**config.mk**
```make
export PLATFORM = sky130hd
export DESIGN_NAME = sid_reg_writer
export DESIGN_NICKNAME = d
export VERILOG_FILES = /design/src/rtl/sid_bus_pkg.sv /design/src/rtl/sid_req_fifo.sv /design/src/rtl/sid_reg_writer.sv
export SDC_FILE = /design/constraint.sdc
export NUM_CORES = 1
export LEC_CHECK = 0
export ABC_AREA = 1
export BUFFER_PORTS_ARGS = -buffer_cell sky130_fd_sc_hd__buf_2
export CORE_ASPECT_RATIO = 1.4
export CORE_MARGIN = 5
export CORE_UTILIZATION = 50
export DETAILED_ROUTE_END_ITERATION = 10
export GPL_TIMING_DRIVEN = 0
export PLACE_DENSITY = 0.72
export RECOVER_POWER = 25
export SLEW_MARGIN = 20
export SYNTH_ARGS = -nofsm -noshare
export SYNTH_HDL_FRONTEND = slang
export SYNTH_SLANG_ARGS = --single-unit
```
**constraint.sdc**
```tcl
create_clock -name clk -period 2.7 [get_ports clk]
set_input_delay 0.405 -clock clk [delete_from_list [all_inputs] [get_ports clk]]
set_output_delay 0.405 -clock clk [all_outputs]
set_load 0.005 [all_outputs]
```
**src/rtl/sid_bus_pkg.sv**
```systemverilog
// Shared definitions for the SID register-bus writer: register map,
// pin layout, request format and bus-sequencer states.
package sid_bus_pkg;

  // Implemented register addresses; 3 and 7 are reserved on the chip
  localparam logic [2:0] FREQ_LO  = 3'd0;
  localparam logic [2:0] FREQ_HI  = 3'd1;
  localparam logic [2:0] PW       = 3'd2;
  localparam logic [2:0] ATTACK   = 3'd4;
  localparam logic [2:0] SUSTAIN  = 3'd5;
  localparam logic [2:0] WAVEFORM = 3'd6;

  // Bit positions inside pin_ui
  localparam int ADDR_LSB  = 0;
  localparam int VOICE_BIT = 3;
  localparam int WE_BIT    = 7;

  // One queued register write (12 bits)
  typedef struct packed {
    logic       voice;
    logic [2:0] addr;
    logic [7:0] data;
  } sid_req_t;

  typedef enum logic [1:0] {
    ST_IDLE,
    ST_SETUP,
    ST_STROBE,
    ST_GAP
  } sid_state_e;

  // Addresses 3 and 7 have no register behind them
  function automatic logic is_reserved(input logic [2:0] addr);
    return (addr == 3'd3) || (addr == 3'd7);
  endfunction

endpackage

```
**src/rtl/sid_req_fifo.sv**
```systemverilog
// Request FIFO: synchronous, no fall-through. An entry written at one edge
// is visible on rdata only from the following cycle.
module sid_req_fifo
  import sid_bus_pkg::*;
#(
  parameter  int DEPTH = 4,
  localparam int AW    = $clog2(DEPTH),
  localparam int LW    = AW + 1
) (
  input  logic          clk,
  input  logic          rst,
  input  logic          push,
  input  sid_req_t      wdata,
  input  logic          pop,
  output sid_req_t      rdata,
  output logic          full,
  output logic          empty,
  output logic [LW-1:0] level
);

  sid_req_t      mem_q [DEPTH];
  logic [AW-1:0] wr_ptr_q, wr_ptr_d;
  logic [AW-1:0] rd_ptr_q, rd_ptr_d;
  logic [LW-1:0] level_q, level_d;
  logic          do_push, do_pop;

  assign full    = (level_q == LW'(DEPTH));
  assign empty   = (level_q == '0);
  assign level   = level_q;
  assign rdata   = mem_q[rd_ptr_q];
  assign do_push = push && !full;
  assign do_pop  = pop && !empty;

  // Pointer and occupancy update; pointers wrap since DEPTH is a power of two
  always_comb begin
    wr_ptr_d = wr_ptr_q;
    rd_ptr_d = rd_ptr_q;
    level_d  = level_q;
    if (do_push) wr_ptr_d = wr_ptr_q + AW'(1);
    if (do_pop)  rd_ptr_d = rd_ptr_q + AW'(1);
    case ({do_push, do_pop})
      2'b10:   level_d = level_q + LW'(1);
      2'b01:   level_d = level_q - LW'(1);
      default: level_d = level_q;
    endcase
  end

  // Control state with synchronous reset
  always_ff @(posedge clk) begin
    if (rst) begin
      wr_ptr_q <= '0;
      rd_ptr_q <= '0;
      level_q  <= '0;
    end else begin
      wr_ptr_q <= wr_ptr_d;
      rd_ptr_q <= rd_ptr_d;
      level_q  <= level_d;
    end
  end

  // Storage needs no reset; occupancy guards every read
  always_ff @(posedge clk) begin
    if (do_push) mem_q[wr_ptr_q] <= wdata;
  end

endmodule

```
**src/rtl/sid_reg_writer.sv**
```systemverilog
// Host-side SID register-bus master. Buffers write requests and replays
// each one as setup / strobe / gap so we gets exactly one clean pulse.
module sid_reg_writer
  import sid_bus_pkg::*;
#(
  parameter  int DEPTH      = 4,
  parameter  int SETUP_CYC  = 2,
  parameter  int STROBE_CYC = 2,
  parameter  int GAP_CYC    = 2,
  localparam int LW         = $clog2(DEPTH) + 1
) (
  input  logic          clk,
  input  logic          rst,
  input  logic          in_valid,
  output logic          in_ready,
  input  logic          in_voice,
  input  logic [2:0]    in_addr,
  input  logic [7:0]    in_data,
  output logic          err_addr,
  output logic          busy,
  output logic [LW-1:0] level,
  output logic [7:0]    pin_ui,
  output logic [7:0]    pin_uio
);

  // Phase counter only ever holds (phase length - 1)
  localparam int MAX_SG  = (SETUP_CYC > GAP_CYC) ? SETUP_CYC : GAP_CYC;
  localparam int MAX_CYC = (STROBE_CYC > MAX_SG) ? STROBE_CYC : MAX_SG;
  localparam int CW      = (MAX_CYC < 2) ? 1 : $clog2(MAX_CYC);

  sid_req_t      in_req, fifo_rdata;
  sid_req_t      req_q, req_d;
  sid_state_e    state_q, state_d;
  logic [CW-1:0] cnt_q, cnt_d;
  logic          we_q, we_d;
  logic          err_q, err_d;
  logic          accept, reserved, push, pop, load;
  logic          fifo_full, fifo_empty;
  logic [LW-1:0] fifo_level;

  sid_req_fifo #(.DEPTH(DEPTH)) u_fifo (
    .clk   (clk),
    .rst   (rst),
    .push  (push),
    .wdata (in_req),
    .pop   (pop),
    .rdata (fifo_rdata),
    .full  (fifo_full),
    .empty (fifo_empty),
    .level (fifo_level)
  );

  // Intake: ready depends only on occupancy, reserved addresses are dropped
  always_comb begin
    in_req   = '{voice: in_voice, addr: in_addr, data: in_data};
    reserved = is_reserved(in_addr);
    accept   = in_valid && !fifo_full;
    push     = accept && !reserved;
    err_d    = accept && reserved;
  end

  // Bus sequencer: next state, phase counter, we and the pin latch
  always_comb begin
    state_d = state_q;
    cnt_d   = cnt_q;
    we_d    = we_q;
    req_d   = req_q;
    pop     = 1'b0;
    load    = 1'b0;
    case (state_q)
      ST_IDLE: begin
        we_d = 1'b0;
        load = !fifo_empty;
      end
      ST_SETUP: begin
        if (cnt_q == '0) begin
          state_d = ST_STROBE;
          cnt_d   = CW'(STROBE_CYC - 1);
          we_d    = 1'b1;
        end else begin
          cnt_d = cnt_q - CW'(1);
        end
      end
      ST_STROBE: begin
        if (cnt_q == '0) begin
          state_d = ST_GAP;
          cnt_d   = CW'(GAP_CYC - 1);
          we_d    = 1'b0;
        end else begin
          cnt_d = cnt_q - CW'(1);
        end
      end
      ST_GAP: begin
        if (cnt_q == '0) begin
          // Chain straight into the next write when one is queued
          load    = !fifo_empty;
          state_d = ST_IDLE;
        end else begin
          cnt_d = cnt_q - CW'(1);
        end
      end
      default: begin
        state_d = ST_IDLE;
        we_d    = 1'b0;
      end
    endcase
    if (load) begin
      pop     = 1'b1;
      req_d   = fifo_rdata;
      state_d = ST_SETUP;
      cnt_d   = CW'(SETUP_CYC - 1);
    end
  end

  // Sequencer and output registers; reset aborts any write in flight
  always_ff @(posedge clk) begin
    if (rst) begin
      state_q <= ST_IDLE;
      cnt_q   <= '0;
      we_q    <= 1'b0;
      req_q   <= '0;
      err_q   <= 1'b0;
    end else begin
      state_q <= state_d;
      cnt_q   <= cnt_d;
      we_q    <= we_d;
      req_q   <= req_d;
      err_q   <= err_d;
    end
  end

  // Pin mapping: everything comes straight from flops, so pins are glitch-free
  always_comb begin
    pin_ui                    = '0;
    pin_ui[ADDR_LSB +: 3]     = req_q.addr;
    pin_ui[VOICE_BIT]         = req_q.voice;
    pin_ui[WE_BIT]            = we_q;
    pin_uio                   = req_q.data;
  end

  assign in_ready = !fifo_full;
  assign err_addr = err_q;
  assign level    = fifo_level;
  assign busy     = (fifo_level != '0) || (state_q != ST_IDLE);

endmodule

```
==> run metrics <==
critical path endpoint u_fifo.level[2]; CP max FO 10; switching share of power 0.334; global-route wire length before repair around 10000 um; Avg Synthesized Cell Area 9.88 um^2; Area after DPL 3340 um^2; multiplexer share of the synthesized area 0; TritonCTS Buffers 9; max-slew violation count 0; clock power share 0.262; R2R depth 14; diode count 0; clock slew at reported path FFs roughly 0.080 ns; Synth area leader edfxtp_1; gpl congestion 0.788; Compound-Gate Fraction of Synth Area 0.0873; Die Y between 100 and 150 um; Slew headroom 0.521; largest net degree at the start of global routing 13; largest family of logic cells by synthesized area simple AND/OR/NAND/NOR gates; DIE WIDTH 76.4 um; adder-cell share of the synthesized area 0.0471; PnR worst setup slack 0.298 ns; FF+latch count, synth between 70 and 80; Overall Power around 3.4 mW; Clock Latency Late Sink 0.34 ns; clock root cell clkbuf_8; setup_tns 0 ns; maximum vdd ir drop 0.356 mV; setup bufs post-CTS 0; via count 2145; Crit Path Category flop to flop; RSZ-0062 raised after global routing no; CTS max path bufs 2; main area contributors after synthesis edfxtp_1 47%, dfxtp_1 16%, nor2_1 8.5%; Final Hold Viols 0; die footprint 7860 um^2; Seq/Total Area, Yosys 0.623; simple logic cell fraction of the synthesized area 0.161; final net count 384; HP Class input pin to flop; TritonRoute pass-1 iters 5; crit share post-route 0.889; Critical Path AT 2.68 ns; Port Buffers 33; status finished clean; GRT Total Usage 0.165; Hold Path Depth 1; Comb pwr share 0.324; # setup viols final 0; initial antenna violation count 0; RR Endpoint u_fifo.level[2]; Finished Cell Area 3550 um^2; Fill cells 527; Reg power frac 0.414; Synth Area in XOR/XNOR 0.00284; reg-to-reg setup timing slack 0.30 ns; r2r startpoint state_q[0]; Vias/cell about 5.0; Power Density 964 nW/um^2; WL per Instance approximately 14 um; Worst Setup SP state_q[0]; total of max-cap violations 0; CTS tree built; initial DRC count between 100 and 150; Tightest Pin Transition 0.717 ns; WP data required 2.98 ns; Max Clock Skew 0.00823 ns; Syn Std Cell Area 3080 um^2; switching power roughly 1.1 mW; CTS H-tree lvls 3; # DRC 0; Post-Syn Instances 312; top cell type's share of synthesized area 0.468; I/O Pins 37; clock sink count between 70 and 80; Worst Setup Start Kind flop; CORE AREA 5950 um^2; gr ovfl total 0; Setup WS pre-CTS 0.336 ns; Ys Warns 0; FMAX 0.416 GHz; CTS Hold Bufs 0; vias in the first global route 2224; Detailed Place HPWL 4190 um; Final ANT Viol Nets 0; leakage power 1.49 nW; Period minus WS final 2.40 ns; Post-CTS Resized 0; Layout area overhead 15.0%; Pint ~2.3 mW; share of cells above drive strength 1 0.168; final wirelength ~6000 um; post-synth cell types 22; nature of the critical path endpoint flop; # rows 33; Initial Utilization 0.519
## critical path, cell delays in order, from the launching register on
cell and delay, ns:
dfxtp_1 0.41, inv_1 0.10, ha_1 0.29, inv_1 0.14
nand3_2 0.14, buf_6 0.17, inv_2 0.06, ha_1 0.14
inv_1 0.07, fa_1 0.38, nor2_1 0.11, nor2_1 0.04
nand2_1 0.07, o21ai_0 0.08, a21oi_1 0.11
## synth_stat cells
cell,count
nand2_1,41
o21ai_1,9
xor2_1,1
nand4_1,3
inv_1,31
conb_1,1
o21ai_0,33
nor2_1,70
ha_1,10
buf_2,5
nand3_2,2
inv_2,3
clkinv_1,1
fa_1,1
dfxtp_1,24
o21ai_2,1
a21oi_1,10
nor3_1,1
buf_6,2
edfxtp_1,48
buf_4,8
nand3_1,7
## worst min path at each step
| stage | from | end |
|---|---|---|
| 3_3_place_gp | we_q | we_q |
| 2_1_floorplan | we_q | we_q |
| 6_report | in_data[5] | u_fifo.mem_q[2][5] |
| 5_1_grt | in_data[5] | u_fifo.mem_q[2][5] |
| 3_5_place_dp | we_q | we_q |
| 4_1_cts | in_voice | u_fifo.mem_q[2][11] |
## metal layers
layer | vias up | GRT usage | part of all wire
met2 | 44 | 0.283 | 0.52
met3 | 8 | 0.0507 | 0.045
li1 | 1103 | - | -
met5 | - | 0 | 0
met4 | 0 | 0.0983 | 0.020
met1 | 990 | 0.181 | 0.41
## logic make-up after synthesis
group / count (synthesis)
flops: 72
compound gates: 53
fa+ha+maj: 11
other cells: 1
buf+inv: 50
simple gates: 124
xor+xnor: 1
## placed cells by master (no fill, tap or decap), drive strengths merged
cell type,n
nor2,70
edfxtp,48
o21ai,43
nand2,41
buf,39
inv,34
dfxtp,24
clkbuf,21
a21oi,10
ha,10
nand3,9
nand4,3
conb,3
clkinv,3
bufinv,2
nor3,1
xor2,1
fa,1
## power groups by stage
| stage | sequential, mW | combinational [mW] | clock, mW |
|---|---|---|---|
| after CTS | 1.42 | 1.12 | 0.909 |
| after global routing | 1.43 | 1.27 | 0.960 |
| after detailed placement | 1.44 | 1.11 | 0 |
| after floorplan | 1.43 | 0.789 | 0 |
| after global placement | 1.43 | 1.08 | 0 |
| final | 1.41 | 1.11 | 0.895 |
## cell type report
type	instances	area (um^2)	area share
clock buffer	12	135	0.0381
sequential	72	1920	0.542
timing repair buffer	33	154	0.0434
clock inverter	4	68.8	0.0194
tap	70	87.6	0.0247
buffer	15	108	0.0303
multi-input combinational	192	940	0.265
inverter	35	131	0.0371
## metrics by stage
stage	instances	hold slack, ns	utilization
floorplan	314	0.433	-
global route	433	0.286	0.596
CTS	433	0.256	0.597
global placement	417	0.449	0.562
detailed placement	417	0.455	0.562
finish	433	0.283	0.596
## sequential cells by signal (all words and copies together), names as in the netlist
| name | cells |
|---|---|
| u_fifo.mem_q | 48 |
| pin_uio | 8 |
| pin_ui | 4 |
| u_fifo.level | 3 |
| state_q | 2 |
| u_fifo.rd_ptr_q | 2 |
| u_fifo.wr_ptr_q | 2 |
| cnt_q | 1 |
| err_addr | 1 |
| we_q | 1 |
(Power assumes the default switching activity.)
